File: config.mk
export PLATFORM = sky130hd
export DESIGN_NAME = cpu_fetch
export DESIGN_NICKNAME = d
export VERILOG_FILES = /design/src/rtl/moxie_pkg.sv /design/src/rtl/cpu_fetch_align.sv /design/src/rtl/cpu_fetch.sv
export SDC_FILE = /design/constraint.sdc
export NUM_CORES = 1
export LEC_CHECK = 0
export BUFFER_PORTS_ARGS = -buffer_cell sky130_fd_sc_hd__clkbuf_2
export CAP_MARGIN = 30
export CORE_MARGIN = 4
export CORE_UTILIZATION = 39
export DETAILED_ROUTE_END_ITERATION = 12
export SYNTH_ARGS = -nofsm -noshare
export SYNTH_HDL_FRONTEND = slang
export SYNTH_SLANG_ARGS = --single-unit
File: constraint.sdc
create_clock -name clk_i -period 1.5 [get_ports clk_i]
set_input_delay 0.225 -clock clk_i [delete_from_list [all_inputs] [get_ports clk_i]]
set_output_delay 0.225 -clock clk_i [all_outputs]
set_load 0.05 [all_outputs]
File: src/rtl/moxie_pkg.sv
// moxie_pkg: shared fetch-state encoding, reset vector default and bus widths
package moxie_pkg;
  localparam int DATA_W = 32;
  localparam int HALF_W = 16;
  localparam logic [DATA_W-1:0] ADR_MASK = 32'hFFFF_FFFC;
  localparam logic [DATA_W-1:0] RESET_VECTOR_DEF = 32'h0000_1000;
  typedef enum logic [1:0] {IDLE, FETCH, DRAIN} fetch_state_t;
endpackage

File: src/rtl/cpu_fetch_align.sv
// cpu_fetch_align: realigns the captured word stream around halfword-aligned starts
module cpu_fetch_align import moxie_pkg::*; #(
  parameter logic MIS_RESET = 1'b0
) (
  input  logic              clk_i,
  input  logic              rst_i,
  input  logic              clear_i,
  input  logic              clear_mis_i,
  input  logic              cap_i,
  input  logic [DATA_W-1:0] dat_i,
  output logic              write_en_o,
  output logic [DATA_W-1:0] data_o
);
  logic mis;
  logic held;
  logic [HALF_W-1:0] hold;
  always_ff @(posedge clk_i) begin
    if (!rst_i) begin
      mis <= MIS_RESET;
      held <= 1'b0;
      hold <= '0;
      write_en_o <= 1'b0;
      data_o <= '0;
    end else if (clear_i) begin
      mis <= clear_mis_i;
      held <= 1'b0;
      write_en_o <= 1'b0;
    end else begin
      write_en_o <= cap_i && (!mis || held);
      if (cap_i) begin
        held <= mis;
        hold <= dat_i[HALF_W-1:0];
        if (!mis || held) data_o <= mis ? {hold, dat_i[DATA_W-1:HALF_W]} : dat_i;
      end
    end
  end
endmodule

File: src/rtl/cpu_fetch.sv
// cpu_fetch: single-outstanding Wishbone instruction fetcher feeding the instruction FIFO
module cpu_fetch import moxie_pkg::*; #(
  parameter logic [DATA_W-1:0] RESET_VECTOR = RESET_VECTOR_DEF
) (
  input  logic              clk_i,
  input  logic              rst_i,
  output logic [DATA_W-1:0] imem_adr_o,
  output logic              imem_cyc_o,
  output logic              imem_stb_o,
  input  logic              imem_ack_i,
  input  logic [DATA_W-1:0] imem_dat_i,
  input  logic              full_i,
  output logic              write_en_o,
  output logic [DATA_W-1:0] data_o,
  output logic              flush_o,
  input  logic              branch_i,
  input  logic [DATA_W-1:0] branch_target_i
);
  fetch_state_t state;
  logic [DATA_W-1:0] fetch_pc;
  logic cap;
  assign cap = state == FETCH && imem_ack_i && !branch_i;
  assign imem_stb_o = imem_cyc_o;
  always_ff @(posedge clk_i) begin
    if (!rst_i) begin
      state <= IDLE;
      fetch_pc <= RESET_VECTOR & ADR_MASK;
      imem_adr_o <= RESET_VECTOR & ADR_MASK;
      imem_cyc_o <= 1'b0;
      flush_o <= 1'b0;
    end else begin
      flush_o <= branch_i;
      fetch_pc <= branch_i ? branch_target_i & ADR_MASK : cap ? fetch_pc + 32'd4 : fetch_pc;
      if (state == IDLE) begin
        if (!full_i && !branch_i) begin
          state <= FETCH;
          imem_cyc_o <= 1'b1;
          imem_adr_o <= fetch_pc;
        end
      end else if (imem_ack_i) begin
        state <= IDLE;
        imem_cyc_o <= 1'b0;
      end else if (branch_i) begin
        state <= DRAIN;
      end
    end
  end
  cpu_fetch_align #(.MIS_RESET(RESET_VECTOR[1])) u_align (
    .clk_i(clk_i),
    .rst_i(rst_i),
    .clear_i(branch_i),
    .clear_mis_i(branch_target_i[1]),
    .cap_i(cap),
    .dat_i(imem_dat_i),
    .write_en_o(write_en_o),
    .data_o(data_o)
  );
endmodule

==> qor.yml, run 1 <==
detailed_routing:
  totalWireLength_mm: 15.1
  viasPerCell: 5.18
  routedWlPerCell_um: 15.4
  drc_errors: 0
  vias: 5093
  dr.pass1.iters: 5
  drtIter0Drc: 287
  final_antenna_net_count: 0
grt:
  antenna_found_initial: 0
  grt_pass1_vias: 5079
  grt_first_pass_wirelength_mm: 24.8
  grt_max_degree: 44
  grt_overflow_total: 0
  grt_usage_pct: 19.4
status:
  failed_checks: "negative setup slack"
  outcome: "finished with violations"
timing:
  fmax_mhz: 646
  finalCriticalPeriod_ns: 1.55
  fin_ws_ns: -0.0477
  rsz0062_at_grt: "true"
  fin_skew_ns: 0.00626
  finalSetupViolations: 10
  hold_violations: 0
  drv_slew: 0
  fin_crit_sh_pct: 103
  setup-tns-final_ns: -0.278
logic_synthesis:
  synth-seq-area-share_pct: 43.3
  synthArstFlopShare_pct: 0
  ys_seq_elements: 115
  synth.top_cells.by_area: "dfxtp_1, nand2_1, o211a_1"
  avgSynthCellArea_um2: 8.89
  synth_top_family_by_area: "simple AND/OR/NAND/NOR gates"
  synth_compound_area_share_pct: 21.2
  synthAdderAreaFrac_pct: 0.235
  synth_commonest_cells: "nand2_1, dfxtp_1, a21boi_1"
  synthSimpleGateAreaFrac_pct: 22.1
  netlist_area_um2: 5310
  synth.area.mux_share_pct: 6.40
  yosysUniqueCellTypes: 56
  ys.flop_type: "dfxtp_1"
  synthXorXnorAreaFrac_pct: 1.98
  synth_top_area_share_pct: 43.3
  yosys_warnings: 0
  synth-edff-count: 0
  yosysTopAreaCell: "dfxtp_1"
  synth.most_common_cell: "nand2_1"
  syn_inst: 598
worst_hold_path:
  hold_start: "branch_target_i[4]"
  whs_endpoint: "fetch_pc[4]"
  whs_path_depth: 2
  hold_class: "primary input to register"
pwr:
  power_w: 0.00910
  p_leak_nw: 3.67
  ir_drop_mv: 0.671
  powerDensity_nw_per_um2: 1180
clock_tree:
  ctsRootBufferMaster: "clkbuf_16"
  clk_pin_slew_worst_paths_ns: 0.06
  clk_latency_ns: 0.41
  clock_path_buffers: 2
  h-tree-depth: 4
  numCtsBuffers: 17
  cts_sinks: 115
  cts_tree: "built"
worst_setup_path:
  cp-start-kind: "register"
  reg2reg_to: "fetch_pc[19]"
  path_max_fanout: 6
  critPathArrivalTime_ns: 1.88
  crit_chain: "and3_4 -> buf_6 -> and3_4 -> or4b_1 -> a31oi_1"
  r2r-start: "fetch_pc[4]"
  slowest_stage: "or4b_1"
  crit_path_end_kind: "register"
  worstRegToRegCells: 5
  crit_top_cell: "and3_4"
  r2r_setup_slack_ns: -0.05
  path_class: "register to register"
  cp.required_ns: 1.84
  crit_path_max_incr_delay_ns: 0.42
final_layout:
  nFillCells: 1173
  num_antenna_cells: 0
  fin_nets: 864
  syn_to_final_growth_pct: 45.6
  final_cells: 983
  drive_above_1_share_pct: 38.8
floorplan:
  num_rows: 42
  io_pins: 137
  initial_core_util_pct: 40.0
  core_um2: 13300
  die_w_um: 125
  die_y_um: 125
  dieArea_um2: 15600
placed_design:
  gp_congestion: 0.876
  dp_hpwl_mm: 10.8
  dp_cells: 940
  io_buffers: 133
flow_run:
  maxCapViolCount: 0
==> registers in the layout (all words and copies together), names as in the netlist, 2 cells and up <==
register        cells
fetch_pc           30
imem_adr_o         30
state               2
u_align.data_o     32
u_align.hold       16
==> final cells by class <==
| class | count | area (µm²) | share of cell area (%) |
|---|---|---|---|
| Sequential cell | 115 | 2340 | 30.2 |
| Inverter | 5 | 18.8 | 0.243 |
| Timing Repair Buffer | 225 | 1450 | 18.7 |
| Multi-Input combinational cell | 430 | 3010 | 38.9 |
| Clock inverter | 13 | 254 | 3.28 |
| Clock buffer | 19 | 453 | 5.85 |
| Tap cell | 176 | 220 | 2.85 |
==> critical path, delay by kind of cell (launching register included) <==
| family | cells | cell delay [ns] |
|---|---|---|
| compound gates | 1 | 0.17 |
| buf+inv | 1 | 0.13 |
| flops | 1 | 0.36 |
| simple gates | 3 | 0.79 |
==> power by group <==
group	switching, W	internal (W)
clock network	0.00148	0.00337
logic	0.000577	0.000405
registers	0.0000947	0.00317
==> worst max path at each step <==
| stage | slack [ns] | start | cells past startpoint | endpoint |
|---|---|---|---|---|
| 2_1_floorplan | -0.07 | fetch_pc[3] | 6 | fetch_pc[22] |
| 6_report | -0.05 | fetch_pc[4] | 5 | fetch_pc[19] |
| 5_1_grt | -0.14 | fetch_pc[8] | 5 | fetch_pc[20] |
| 3_5_place_dp | -0.13 | fetch_pc[3] | 5 | fetch_pc[22] |
| 4_1_cts | -0.05 | fetch_pc[18] | 4 | fetch_pc[28] |
| 3_3_place_gp | -0.12 | fetch_pc[3] | 5 | fetch_pc[16] |
==> timing repair <==
item	4_1_cts	5_1_grt
hold buffers	1	0
endpoints found under the setup margin	24	26
pin swaps	14	17
hold endpoints to repair	1	0
buffers inserted	5	5
resized for setup	21	34
==> kinds of logic after synthesis <==
family                   Yosys count
AND/OR/NAND/NOR                  233
AO/OA/AOI/OAI                    148
flip-flops                       115
buffers and inverters             54
multiplexers                      34
XOR/XNOR                          12
adder cells (fa/ha/maj)            1
other                              1
==> per-layer routing <==
| layer | global-route usage, % | routed length (µm) | vias to the layer above |
|---|---|---|---|
| li1 | - | - | 2534 |
| met1 | 24.4 | 6650 | 2404 |
| met2 | 31.1 | 7210 | 124 |
| met3 | 5.70 | 859 | 31 |
| met4 | 7.87 | 386 | 0 |
| met5 | 0 | 0 | - |
==> cell usage in the layout (no fill, tap or decap), types with 14 or more instances in the layout <==
cell,instances
buf_4,80
nand2_1,138
nand3_1,14
dfxtp_1,98
clkbuf_16,17
clkbuf_2,133
mux2i_1,34
a21boi_1,45
o21ai_0,19
o211a_1,38
==> metrics by stage <==
step / area (µm²) / hold WS (ns) / util (%) / worst slack (ns)
global placement: 6730 / 0.440 / 50.6 / -0.117
detailed placement: 6730 / 0.440 / 50.6 / -0.127
global route: 7740 / 0.0278 / 58.2 / -0.136
floorplan: 5380 / 0.301 / - / -0.0655
finish: 7740 / 0.0361 / 58.2 / -0.0477
CTS: 7570 / 0.0127 / 56.9 / -0.0489
No activity file was read; power rests on OpenSTA's default activity.
==> run 2, diff against run 1 <==
--- a/config.mk
+++ b/config.mk
@@ -5,11 +5,13 @@
 export SDC_FILE = /design/constraint.sdc
 export NUM_CORES = 1
 export LEC_CHECK = 0
+export ABC_AREA = 1
 export BUFFER_PORTS_ARGS = -buffer_cell sky130_fd_sc_hd__clkbuf_2
 export CAP_MARGIN = 30
 export CORE_MARGIN = 4
 export CORE_UTILIZATION = 39
 export DETAILED_ROUTE_END_ITERATION = 12
+export HOLD_SLACK_MARGIN = 0.1
 export SYNTH_ARGS = -nofsm -noshare
 export SYNTH_HDL_FRONTEND = slang
 export SYNTH_SLANG_ARGS = --single-unit
==> qor.yml, run 2 <==
clock_tree:
  ctsRootBufferMaster: "clkbuf_16"
  clk_pin_slew_worst_paths_ns: 0.05
  cts_tree: "built"
  cts_sinks: 115
  numCtsBuffers: 17
  clock_path_buffers: 2
  clk_latency_ns: 0.42
  h-tree-depth: 4
final_layout:
  drive_above_1_share_pct: 25.8
  syn_to_final_growth_pct: 37.5
  final_cell_mix: "nand2_1, clkbuf_2, o21ai_0"
  fin_nets: 1050
  largest_reg_flops: 32
  registers.top_by_ff_count: "u_align.data_o"
  regArea_um2: 2320
  reg_top3: "u_align.data_o: 32 flops, fetch_pc: 30 flops, imem_adr_o: 30 flops"
  num_antenna_cells: 0
  final_area_um2: 7500
  nFillCells: 1328
  final_common_cell: "nand2_1"
  utilization_pct: 55.8
  multiInputGateArea_um2: 2640
worst_setup_path:
  critPathArrivalTime_ns: 1.80
  crit_path_end_kind: "register"
  path_class: "register to register"
  crit_start: "state[0]"
  r2r-start: "state[0]"
  worstRegToRegCells: 8
  crit_path_end: "fetch_pc[6]"
  r2r_setup_slack_ns: 0.06
  reg2reg_to: "fetch_pc[6]"
  cp-start-kind: "register"
  cp.required_ns: 1.85
  path_max_fanout: 4
logic_synthesis:
  synth_commonest_cells: "nand2_1, dfxtp_1, o21ai_0"
  ys_seq_elements: 115
  synth.top_cells.by_area: "dfxtp_1, nand2_1, o21ai_0"
  synth-seq-area-share_pct: 42.2
  synth.most_common_cell: "nand2_1"
  avgSynthCellArea_um2: 6.77
  yosysTopAreaCell: "dfxtp_1"
  synth-edff-count: 0
  synthArstFlopShare_pct: 0
  synth_top_area_share_pct: 42.2
  yosys_warnings: 0
  ys.flop_type: "dfxtp_1"
  yosysUniqueCellTypes: 33
  netlist_area_um2: 5460
  syn_inst: 806
pwr:
  powerDensity_nw_per_um2: 1150
  power_w: 0.00864
  sequentialPowerShare_pct: 38.1
  internal-power_w: 0.00640
  p_leak_nw: 3.38
  switching_share_pct: 26.0
  switchingPower_w: 0.00224
  ir_drop_mv: 0.791
  p_clk_share_pct: 48.8
  power_frac_comb_pct: 13.0
floorplan:
  num_rows: 42
  initial_core_util_pct: 40.6
  die_w_um: 126
  io_pins: 137
  dieArea_um2: 15900
  core_um2: 13500
  die_y_um: 126
timing:
  fin_ws_ns: 0.0585
  fin_crit_sh_pct: 96.1
  drv_slew: 0
  fmax_mhz: 694
  fin_skew_ns: 0.0103
  setup-tns-final_ns: 0
  finalSetupViolations: 0
  finalCriticalPeriod_ns: 1.44
  rsz0062_at_grt: "true"
  hold_violations: 0
placed_design:
  placed_area_um2: 6440
  place_ws_ns: -0.0625
  gp_congestion: 0.885
  io_buffers: 133
  dp_hpwl_mm: 11.4
detailed_routing:
  viasPerCell: 4.79
  dr.pass1.iters: 5
  final_antenna_net_count: 0
  routedWlPerCell_um: 13.6
  totalWireLength_mm: 16.0
  vias: 5599
  drc_errors: 0
  drtIter0Drc: 330
grt:
  grt_pass1_vias: 5377
  grt_first_pass_wirelength_mm: 26.1
  grt_usage_pct: 20.3
  grt_max_degree: 57
  grt_overflow_total: 0
  antenna_found_initial: 0
flow_run:
  maxCapViolCount: 0
status:
  outcome: "finished clean"
worst_hold_path:
  hold_class: "primary input to register"
[run 2: cell type report]
| class | count | share of cell area, % |
|---|---|---|
| multi-input combinational | 544 | 35.1 |
| sequential | 115 | 30.9 |
| timing repair buffer | 200 | 17.5 |
| clock buffer | 24 | 6.69 |
| inverter | 102 | 5.15 |
| tap | 176 | 2.93 |
| clock inverter | 8 | 1.63 |
[run 2: timing repair]
| action | 4_1_cts | 5_1_grt |
|---|---|---|
| buffers inserted | 0 | 6 |
| pin swaps | 0 | 5 |
| resized for setup | 3 | 39 |
| hold endpoints to repair | 25 | 0 |
| hold buffers | 25 | 0 |
| endpoints found under the setup margin | 9 | 54 |
[run 2: how the worst min path moves through the flow]
stage,startpoint,end,slack (ns),cells after the start
2_1_floorplan,imem_ack_i,state[1],0.32,1
6_report,branch_target_i[10],fetch_pc[10],0.13,5
5_1_grt,branch_target_i[26],fetch_pc[26],0.15,5
3_3_place_gp,u_align.data_o[11],u_align.data_o[11],0.43,2
3_5_place_dp,u_align.data_o[5],u_align.data_o[5],0.44,2
4_1_cts,branch_target_i[10],fetch_pc[10],0.12,5
[run 2: worst max-delay path: stages (launching register included)]
cell	delay [ns]
dfxtp_1	0.39
nand3_4	0.12
nor2_4	0.15
buf_4	0.14
clkinvlp_4	0.09
buf_2	0.17
a21oi_1	0.15
a21oi_1	0.08
nor2_1	0.08
[run 2: per-stage QoR]
step                cells  hold WS (ns)
detailed placement   1106         0.435
finish               1169         0.125
CTS                  1163         0.116
global placement     1106         0.430
floorplan             807         0.317
global route         1169         0.148
[run 2: routing by layer]
metal	wire length (µm)	GRT usage [%]	vias up
met5	0	0	-
met4	303	7.19	0
met3	855	4.66	21
met2	7650	34.4	173
met1	7150	25.2	2469
li1	-	-	2936
[run 2: cell families after synthesis]
logic type,count (synthesis),share of synthesized area (%)
AND/OR/NAND/NOR,298,22.8
buffers and inverters,148,11.4
adder cells (fa/ha/maj),1,0.229
AO/OA/AOI/OAI,238,22.5
other,1,0.0687
flip-flops,115,42.2
XOR/XNOR,5,0.803
[run 2: power groups by stage]
stage / clock network (W) / registers [W] / logic [W]
floorplan: 0 / 0.00361 / 0.000457
global placement: 0 / 0.00335 / 0.00106
detailed placement: 0 / 0.00335 / 0.00106
CTS: 0.00430 / 0.00329 / 0.00112
global route: 0.00447 / 0.00331 / 0.00125
finish: 0.00422 / 0.00329 / 0.00113
